## config.mk

```make
export PLATFORM = sky130hd
export DESIGN_NAME = ft_host_cmd_initiator
export DESIGN_NICKNAME = d
export VERILOG_FILES = /design/src/rtl/ft_host_cmd_initiator.sv
export SDC_FILE = /design/constraint.sdc
export NUM_CORES = 1
export LEC_CHECK = 0
export CAP_MARGIN = 15
export CORE_UTILIZATION = 46
export CTS_BUF_LIST = sky130_fd_sc_hd__clkbuf_16
export DETAILED_ROUTE_END_ITERATION = 8
export PLACE_DENSITY = 0.77
export SYNTH_ARGS = -nofsm -noshare
export SYNTH_HDL_FRONTEND = slang
export SYNTH_SLANG_ARGS = --single-unit
```

## constraint.sdc

```tcl
create_clock -name clk -period 4 [get_ports clk]
set_input_delay 0.8 -clock clk [delete_from_list [all_inputs] [get_ports clk]]
set_output_delay 0.8 -clock clk [all_outputs]
set_load 0.05 [all_outputs]
```

## src/rtl/ft_host_cmd_initiator.sv

```systemverilog
// ft_host_cmd_initiator: serializes host requests into FT245 command words and parses device response words.
module ft_host_cmd_initiator #(
  parameter logic [31:0] TIMEOUT_CYCLES = 32'd100000
) (
  input  logic        clk,
  input  logic        rst,
  input  logic        req_en,
  output logic        req_ready,
  input  logic [7:0]  req_command,
  input  logic [31:0] req_address,
  input  logic [23:0] req_data_count,
  input  logic [31:0] req_data,
  output logic        req_data_strobe,
  output logic        out_fifo_wr,
  input  logic        out_fifo_full,
  output logic [31:0] out_fifo_data,
  output logic        in_fifo_rd,
  input  logic        in_fifo_empty,
  input  logic [31:0] in_fifo_data,
  output logic [7:0]  rsp_status,
  output logic [31:0] rsp_address,
  output logic [23:0] rsp_data_count,
  output logic [31:0] rsp_data,
  output logic        rsp_data_valid,
  output logic        rsp_done,
  output logic        rsp_timeout,
  output logic        cmd_error
);
  typedef enum logic [2:0] {C_IDLE, C_CMD, C_ADDR, C_DATA, C_WAIT} cstate_t;
  typedef enum logic [2:0] {R_IDLE, R_RD1, R_HDR, R_RD2, R_ADDR, R_RD3, R_DATA} rstate_t;
  cstate_t cst;
  rstate_t rs;
  logic [7:0]  cmd;
  logic [31:0] addr, tcnt;
  logic [23:0] cnt, rem, rrem;
  logic [1:0]  ph;
  logic        fin, bad, cap, done_now, hit;
  logic [3:0]  op, req_op;
  assign op = cmd[3:0];
  assign req_op = req_command[3:0];
  assign bad = req_op > 4'd2 || (req_op == 4'd1 && req_data_count == 24'd0);
  assign cap = rs == R_HDR || rs == R_ADDR || rs == R_DATA;
  assign done_now = fin || (rs == R_HDR && in_fifo_data[31:24] == 8'hFF) ||
                    (rs == R_ADDR && rsp_data_count == 24'd0);
  // a response completing in the same cycle suppresses the timeout
  assign hit = TIMEOUT_CYCLES != 32'd0 && cst == C_WAIT && tcnt + 32'd1 == TIMEOUT_CYCLES && !done_now;
  always_ff @(posedge clk) begin
    if (rst) begin
      cst <= C_IDLE;
      req_ready <= 1'b1;
      req_data_strobe <= 1'b0;
      out_fifo_wr <= 1'b0;
      out_fifo_data <= 32'd0;
      cmd_error <= 1'b0;
      cmd <= 8'd0;
      addr <= 32'd0;
      cnt <= 24'd0;
      rem <= 24'd0;
    end else begin
      out_fifo_wr <= 1'b0;
      req_data_strobe <= 1'b0;
      cmd_error <= 1'b0;
      case (cst)
        C_IDLE: if (req_en) begin
          cmd <= req_command;
          addr <= req_address;
          cnt <= req_data_count;
          cmd_error <= bad;
          req_ready <= bad;
          cst <= bad ? C_IDLE : C_CMD;
        end
        C_CMD: if (!out_fifo_full) begin
          out_fifo_wr <= 1'b1;
          out_fifo_data <= {cmd, cnt};
          cst <= op == 4'd0 ? C_WAIT : C_ADDR;
        end
        C_ADDR: if (!out_fifo_full) begin
          out_fifo_wr <= 1'b1;
          out_fifo_data <= addr;
          rem <= cnt;
          cst <= op == 4'd2 ? C_WAIT : C_DATA;
        end
        C_DATA: if (!out_fifo_full) begin
          out_fifo_wr <= 1'b1;
          out_fifo_data <= req_data;
          req_data_strobe <= 1'b1;
          rem <= rem - 24'd1;
          cst <= rem == 24'd1 ? C_WAIT : C_DATA;
        end
        C_WAIT: if (rsp_done || rsp_timeout) begin
          req_ready <= 1'b1;
          cst <= C_IDLE;
        end
        default: cst <= C_IDLE;
      endcase
    end
  end
  always_ff @(posedge clk) begin
    if (rst) begin
      rs <= R_IDLE;
      ph <= 2'd0;
      fin <= 1'b0;
      tcnt <= 32'd0;
      rrem <= 24'd0;
      in_fifo_rd <= 1'b0;
      rsp_status <= 8'd0;
      rsp_address <= 32'd0;
      rsp_data_count <= 24'd0;
      rsp_data <= 32'd0;
      rsp_data_valid <= 1'b0;
      rsp_done <= 1'b0;
      rsp_timeout <= 1'b0;
    end else begin
      in_fifo_rd <= 1'b0;
      rsp_data_valid <= 1'b0;
      rsp_done <= fin;
      rsp_timeout <= 1'b0;
      fin <= 1'b0;
      tcnt <= (cst != C_WAIT || cap) ? 32'd0 : tcnt + 32'd1;
      if (hit) begin
        rsp_timeout <= 1'b1;
        rs <= R_IDLE;
        ph <= 2'd0;
      end else begin
        case (rs)
          R_IDLE: if (!in_fifo_empty) begin
            in_fifo_rd <= 1'b1;
            ph <= 2'd1;
            rs <= R_RD1;
          end
          // ph: 0 waiting for data, 1 pulse issued, 2 wait cycle done
          R_RD1, R_RD2, R_RD3: if (ph == 2'd2) begin
            ph <= 2'd0;
            rs <= rs == R_RD1 ? R_HDR : rs == R_RD2 ? R_ADDR : R_DATA;
          end else if (ph == 2'd1 || !in_fifo_empty) begin
            in_fifo_rd <= ph == 2'd0;
            ph <= ph + 2'd1;
          end
          R_HDR: begin
            rsp_status <= in_fifo_data[31:24];
            rsp_data_count <= in_fifo_data[23:0];
            rsp_done <= in_fifo_data[31:24] == 8'hFF;
            rs <= in_fifo_data[31:24] == 8'hFF ? R_IDLE : R_RD2;
          end
          R_ADDR: begin
            rsp_address <= in_fifo_data;
            rrem <= rsp_data_count;
            rsp_done <= rsp_data_count == 24'd0;
            rs <= rsp_data_count == 24'd0 ? R_IDLE : R_RD3;
          end
          R_DATA: begin
            rsp_data <= in_fifo_data;
            rsp_data_valid <= 1'b1;
            rrem <= rrem - 24'd1;
            fin <= rrem == 24'd1;
            rs <= rrem == 24'd1 ? R_IDLE : R_RD3;
          end
          default: rs <= R_IDLE;
        endcase
      end
    end
  end
endmodule

```

==> metrics.cfg, run 1 <==
[outcome]
status = finished, final reports clean

[timing]
finClkSkew_ps = 9.203
relSlewSlack = 0.3472
fmax_mhz = 281.0
fin_tns_setup_ps = 0
finalMaxSlewViolations = 0
rsz0062_at_grt = no
fin_crit_sh = 0.8896
worst_pin_slew_ps = 979.2
period_minus_slack_ps = 3558
finalSetupViolations = 0
report.final.hold_viol_count = 0

[worst_setup_path]
cp_slowest_cell = nor4_4
slowest_delay_ps = 510
path_buf_inv = 2
r2r_slack_ps = 440
worstSetupPathType = reg2reg
critical_path_arrival_ps = 4010
path_max_fanout = 56
crit_chain = nand4_1 -> nor4_4 -> a31oi_1 -> a211oi_1 -> o2111ai_1 -> o41ai_4 -> buf_12 -> buf_4 -> nor3_1 -> a31o_1
start_kind = flop
crit_family = compound AO/OA/AOI/OAI gates
crit_path_end_kind = flop
cp.required_ps = 4460

[layout]
syn2layout_area_growth_pct = 29.66
fin_nets = 1986
drive_above_1_share = 0.06203
final_util = 0.6138

[routing]
dr.pass1.iters = 5
first_iter_violations = 1081
wl_per_cell_um = 17.41
viasPerCell = 5.798
num_vias = 13040
drc = 0
antenna_left = 0
routed_wl_um = 39160

[synth]
synth_edf_count = 0
syn_nets = 1787
yosysSeqAreaShare = 0.4352
synth.avg_cell_area_um2 = 8.068
synth_cells = 1648
synth_cell_types = 69
netlist_area_um2 = 13300
yosys_warnings = 0
synth-seq-cells = 289
synth-main-ff-cell = dfxtp_1
async_reset_ff_frac = 0

[run]
maxCapViolCount = 0

[pwr]
p_int_w = 0.004890
irDropWorstVdd_mv = 0.3125
p_leak_nw = 5.930
power_frac_seq = 0.457
p_sw_w = 0.001784
p_per_area_nw_per_um2 = 387.1
switching_share = 0.2673
power.share.clock = 0.418
pwr-share-comb = 0.125

[clock_network]
clk_pin_slew_ps = 60
cts_buffers = 31
ctsResizeCount = 0
cts_hold_buf = 0
clk-insertion-delay-late_ps = 560
htreeDepth = 1
cts_tree = done
root_buffer = clkbuf_16
post-cts-setup-buffers = 0
clock_sink_count = 289
max-clock-path-buffers = 3

[global_routing]
grt_pass1_vias = 12151
antenna_found_initial = 0
grt_max_degree = 94
track_usage = 0.2533
grt-ovfl-total = 0
grt_pass1_wl_um = 61110

[floorplanning]
coreArea_um2 = 28090
io_pins = 269
initial_core_util = 0.4734
core.rowCount = 61
die_width_um = 172.0
die_area_um2 = 29590
die_h_um = 172.0

[placement]
routabilityCongestion = 0.9127
portBuffers = 268
dpl.hpwl_um = 26740

[hold_path]
hold_path_class = reg2reg

final timing paths:
kind,from,endpoint,cells past startpoint
min,addr[18]$_SDFFE_PP0P_,addr[18]$_SDFFE_PP0P_,2
min reg2reg,addr[18]$_SDFFE_PP0P_,addr[18]$_SDFFE_PP0P_,2
max reg2reg,tcnt[2]$_SDFF_PP0_,rsp_data[5]$_SDFFE_PP0P_,10
max,tcnt[2]$_SDFF_PP0_,rsp_data[5]$_SDFFE_PP0P_,10
worst reg2reg max path, cell delays in order (launching register included):
cell and delay, ps:
dfxtp_1 450, nand4_1 380, nor4_4 510, a31oi_1 190, a211oi_1 330, o2111ai_1 240, o41ai_4 480, buf_12 310
buf_4 280, nor3_1 80, a31o_1 210
cells in the mapped netlist (6+ instances only):
cell type  count  area [um2]
a211oi_1      41       307.8
a21oi_1      158       790.8
a22oi_1        7       52.55
a31o_1        56       490.5
a31o_2         9       78.83
a31oi_1        6       37.54
and2_1         9       56.30
and3_1         9       56.30
and4_1         6       52.55
buf_1         11       41.29
buf_2         19       95.09
buf_4          7       52.55
clkbuf_1      98       367.9
dfxtp_1      289        5786
ha_1           6       75.07
inv_1         18       67.56
mux2i_1       45       450.4
nand2_1      246       923.4
nand2b_1       6       37.54
nand3_1       27       135.1
nand4_1       19       118.9
nor2_1       175       656.9
nor3_1        99       495.5
nor4_1        33       206.5
nor4b_1        6       52.55
o211ai_1      42       315.3
o21ai_0       58       290.3
o221ai_1       8       70.07
o31ai_1        8       60.06
or3_1         12       75.07
or4_1          7       52.55
xnor2_1       16       140.1
xor2_1        22       192.7
sequential cells by signal, summed over array words and instances (netlist names), 2 cells and up:
name            count
addr               32
out_fifo_data      32
rsp_address        32
rsp_data           32
tcnt               32
cnt                24
rem                24
rrem               24
rsp_data_count     24
cmd                 8
rsp_status          8
cst                 3
rs                  3
ph                  2
metal layers:
metal / wire [um] / part of all wire / GRT usage
met1: 16160 / 0.41 / 0.3076
met2: 18960 / 0.48 / 0.4336
met3: 2661 / 0.068 / 0.05699
met4: 1375 / 0.035 / 0.09735
met5: 0 / 0 / 0
power by group through the flow:
stage / combinational, W / sequential (W) / clock, W
floorplan: 0.000385 / 0.00320 / 0
global placement: 0.000819 / 0.00311 / 0
detailed placement: 0.000826 / 0.00311 / 0
CTS: 0.000831 / 0.00305 / 0.00284
global route: 0.000897 / 0.00306 / 0.00295
finish: 0.000834 / 0.00305 / 0.00279
placed cells by master, fill, tap and decap left out, drive strengths merged, types with 5 or more instances in the layout:
cell / Yosys / layout
ha: 6 / 6
nand2b: 6 / 6
nor3: 100 / 100
buf: 38 / 35
a21oi: 158 / 158
nor4: 35 / 35
or3: 12 / 12
xnor2: 16 / 16
nand2: 246 / 246
a31oi: 6 / 6
dfxtp: 289 / 289
or4: 7 / 7
clkdlybuf4s50: 0 / 267
o31ai: 8 / 8
nor4b: 6 / 6
and2: 9 / 9
inv: 19 / 22
clkbuf: 98 / 31
a22oi: 7 / 7
xor2: 22 / 22
and4: 6 / 6
o211ai: 42 / 42
a31o: 65 / 65
nor3b: 5 / 5
o221ai: 8 / 8
nand3: 27 / 27
nor2: 176 / 176
or2: 5 / 5
o21ai: 63 / 63
mux2i: 45 / 45
nand4: 21 / 21
a211oi: 41 / 41
o32ai: 5 / 5
clkinv: 1 / 19
and3: 9 / 9
layout make-up:
class / instances / area [um2]
fill: 2503 / 10850
clock inverter: 25 / 206.4
tap: 378 / 473.0
multi-input combinational: 1203 / 6905
timing repair buffer: 302 / 3010
clock buffer: 31 / 775.7
inverter: 20 / 77.57
sequential: 289 / 5788
antenna: 1 / 2.502
through the flow:
stage                     hold WS, ps  instances  area (um2)  worst slack [ps]  total power [W]
after floorplan                 435.7       1648       13300              1218         0.003584
after global placement          441.4       2191       16230             365.1         0.003928
after detailed placement        446.1       2191       16230             309.8         0.003937
after CTS                       454.2       2247       17220             467.2         0.006714
after global routing            464.1       2248       17240             138.8         0.006909
final                           453.8       2249       17240             441.7         0.006674
cells by family after synthesis:
| group | after synthesis | synth area share |
|---|---|---|
| AOI/OAI and AO/OA | 435 | 0.2154 |
| xor gates and xnor gates | 38 | 0.02503 |
| adders and majority gates | 6 | 0.005646 |
| buffers and inverters | 156 | 0.04837 |
| DFF | 289 | 0.4352 |
| muxes | 45 | 0.03388 |
| and+or+nand+nor | 679 | 0.2365 |
No activity file was read; power rests on OpenSTA's default activity.
==> run 2: changes to the inputs <==
- ABC_CLOCK_PERIOD_IN_PS: not set -> 4000
==> results of run 2 <==
No change in the layout: final DEF, timing and power equal those of run 1.
==> run 3: changes to the inputs <==
- CORE_ASPECT_RATIO: not set -> 1.2
==> run 3 against run 2 <==
  * Core utilization decreased by 0.18 points
  * Cell area hardly changed
  * Worst setup slack lost 120 ps
  * Critical path type unchanged
  * Largest power group unchanged
  * Combinational power grew 2%
  * Routed wire length is 2.8% higher
  * Non-clock buffer count is 8 higher
  * Hold slack hardly changed
  * Highest routed layer unchanged
==> metrics.cfg, run 3 (synthesis results as in run 1) <==
[outcome]
status = finished, final reports clean  ; unchanged

[pwr]
irDropWorstVdd_mv = 0.3477  ; was 0.3125 mV
p_leak_nw = 5.943  ; was 5.930 nW
power_w = 0.006470  ; was 0.006674 W
p_per_area_nw_per_um2 = 375.4  ; was 387.1 nW/um2

[routing]
drc = 0  ; unchanged
viasPerCell = 5.811  ; was 5.798
routed_wl_um = 40230  ; was 39160 um
wl_per_cell_um = 17.84  ; was 17.41 um
antenna_left = 0  ; unchanged
num_vias = 13103  ; was 13040
first_iter_violations = 961  ; was 1081
dr.pass1.iters = 6  ; was 5

[worst_setup_path]
cp.required_ps = 4410  ; was 4460 ps
path_max_fanout = 18  ; was 56
r2r_slack_ps = 320  ; was 440 ps
slowest_delay_ps = 610  ; was 510 ps
crit_chain = nand4_2 -> buf_4 -> nor4_4 -> and2_1 -> nand4_1 -> a211o_1 -> nor3_4 -> or3_1 -> o21ai_0  ; was nand4_1 -> nor4_4 -> a31oi_1 -> a211oi_1 -> o2111ai_1 -> o41ai_4 -> buf_12 -> buf_4 -> nor3_1 -> a31o_1
critical_path_arrival_ps = 4090  ; was 4010 ps
cp_slowest_cell = or3_1  ; was nor4_4
r2r-end = rrem[5]$_SDFFE_PP0P_  ; was rsp_data[5]$_SDFFE_PP0P_
crit_family = simple AND/OR/NAND/NOR gates  ; was compound AO/OA/AOI/OAI gates
rr_worst_depth = 9  ; was 10
path_buf_inv = 1  ; was 2
crit_path_end_kind = flop  ; unchanged
rr_startpoint = tcnt[4]$_SDFF_PP0_  ; was tcnt[2]$_SDFF_PP0_
worstSetupPathType = reg2reg  ; unchanged
start_kind = flop  ; unchanged

[clock_network]
clock_sink_count = 289  ; unchanged
root_buffer = clkbuf_16  ; unchanged
clk-insertion-delay-late_ps = 560  ; about the same
clk_pin_slew_ps = 60  ; about the same
cts_hold_buf = 0  ; unchanged
max-clock-path-buffers = 3  ; unchanged
post-cts-setup-buffers = 0  ; unchanged
htreeDepth = 1  ; unchanged
cts_tree = done  ; unchanged
cts_buffers = 30  ; was 31

[timing]
finalSetupViolations = 0  ; unchanged
fin_crit_sh = 0.9202  ; was 0.8896
setup_slack_ps = 319.1  ; was 441.7 ps
period_minus_slack_ps = 3681  ; was 3558 ps
fin_worst_hold_slack_ps = 454.1  ; was 453.8 ps
report.final.hold_viol_count = 0  ; unchanged
finalMaxSlewViolations = 0  ; unchanged
fin_tns_setup_ps = 0  ; unchanged
worst_pin_slew_ps = 945.8  ; was 979.2 ps
relSlewSlack = 0.3695  ; was 0.3472
fmax_mhz = 271.7  ; was 281.0 MHz
finClkSkew_ps = 26.10  ; was 9.203 ps
rsz0062_at_grt = no  ; unchanged

[layout]
n_fill_cell = 2475  ; was 2503
mostFrequentLayoutCells = dfxtp_1, clkdlybuf4s50_1, nand2_1  ; unchanged
layout.cells.non_filler = 2255  ; was 2249
drive_above_1_share = 0.06400  ; was 0.06203
final_common_cell = dfxtp_1  ; unchanged
syn2layout_area_growth_pct = 29.65  ; was 29.66%
fin_nets = 1993  ; was 1986

[floorplanning]
die_width_um = 157.2  ; was 172.0 um
initial_core_util = 0.4720  ; was 0.4734
die_h_um = 188.2  ; was 172.0 um
io_pins = 269  ; unchanged
die_area_um2 = 29590  ; about the same
coreArea_um2 = 28170  ; was 28090 um2
core.rowCount = 67  ; was 61

[placement]
dpl_worst_slack_ps = 294.7  ; was 309.8 ps
dpl.hpwl_um = 27930  ; was 26740 um
portBuffers = 268  ; unchanged
routabilityCongestion = 0.8922  ; was 0.9127
dp.cells = 2200  ; was 2191

[global_routing]
track_usage = 0.2659  ; was 0.2533
antenna_found_initial = 1  ; was 0
grt_pass1_wl_um = 64320  ; was 61110 um
grt_max_degree = 108  ; was 94
grt-ovfl-total = 0  ; unchanged
grt_pass1_vias = 12574  ; was 12151

[hold_path]
worstHoldStart = addr[30]$_SDFFE_PP0P_  ; was addr[18]$_SDFFE_PP0P_
holdPathEnd = addr[30]$_SDFFE_PP0P_  ; was addr[18]$_SDFFE_PP0P_
hold_path_class = reg2reg  ; unchanged
hold_depth = 2  ; unchanged

[run]
maxCapViolCount = 0  ; unchanged

-- run 3: worst min-delay path: stages, from the launching register on --
cell and delay, ps:
dfxtp_1 310, nand2_1 50, a21oi_1 50
-- run 3: timing repair --
item	CTS	global route
hold endpoints to repair	0	0
endpoints found under the setup margin	0	5
gates resized for setup	0	1
-- run 3: layer usage --
metal / routed length (um) / vias to the layer above / GRT usage
li1: - / 6316 / -
met3: 2955 / 98 / 0.06003
met5: 0 / - / 0
met2: 19880 / 457 / 0.4661
met4: 1609 / 0 / 0.1090
met1: 15790 / 6232 / 0.3087
-- run 3: final cells by class --
| class | instances | area [um2] | area share |
|---|---|---|---|
| multi-input combinational | 1203 | 6914 | 0.4011 |
| sequential | 289 | 5788 | 0.3358 |
| clock buffer | 30 | 750.7 | 0.04355 |
| inverter | 20 | 77.57 | 0.004500 |
| tap | 379 | 474.2 | 0.02751 |
| antenna | 1 | 2.502 | 0.0001452 |
| clock inverter | 23 | 147.6 | 0.008565 |
| timing repair buffer | 310 | 3083 | 0.1788 |
-- run 3: how the worst max path moves through the flow --
stage                                  start                     to  cells after the start
after floorplan           tcnt[8]$_SDFF_PP0_   rrem[1]$_SDFFE_PP0P_                     11
after global placement      in_fifo_data[27]  rrem[16]$_SDFFE_PP0P_                     11
after detailed placement    in_fifo_data[27]  rrem[11]$_SDFFE_PP0P_                      9
after CTS                 tcnt[9]$_SDFF_PP0_   rrem[5]$_SDFFE_PP0P_                      8
after global routing      tcnt[4]$_SDFF_PP0_   rrem[7]$_SDFFE_PP0P_                      9
final                     tcnt[4]$_SDFF_PP0_   rrem[5]$_SDFFE_PP0P_                      9
-- run 3: power by group --
| group | switching, W | leakage [nW] | internal (W) | total, W |
|---|---|---|---|---|
| clock network | 0.00116 | 0.450 | 0.00142 | 0.00258 |
| registers | 0.0000783 | 2.34 | 0.00297 | 0.00304 |
| logic | 0.000523 | 3.15 | 0.000325 | 0.000848 |
-- run 3: through the flow --
step | area, um2 | utilization
floorplan | 13300 | -
global placement | 16310 | 0.5790
detailed placement | 16310 | 0.5790
CTS | 17210 | 0.6109
global route | 17240 | 0.6120
finish | 17240 | 0.6120
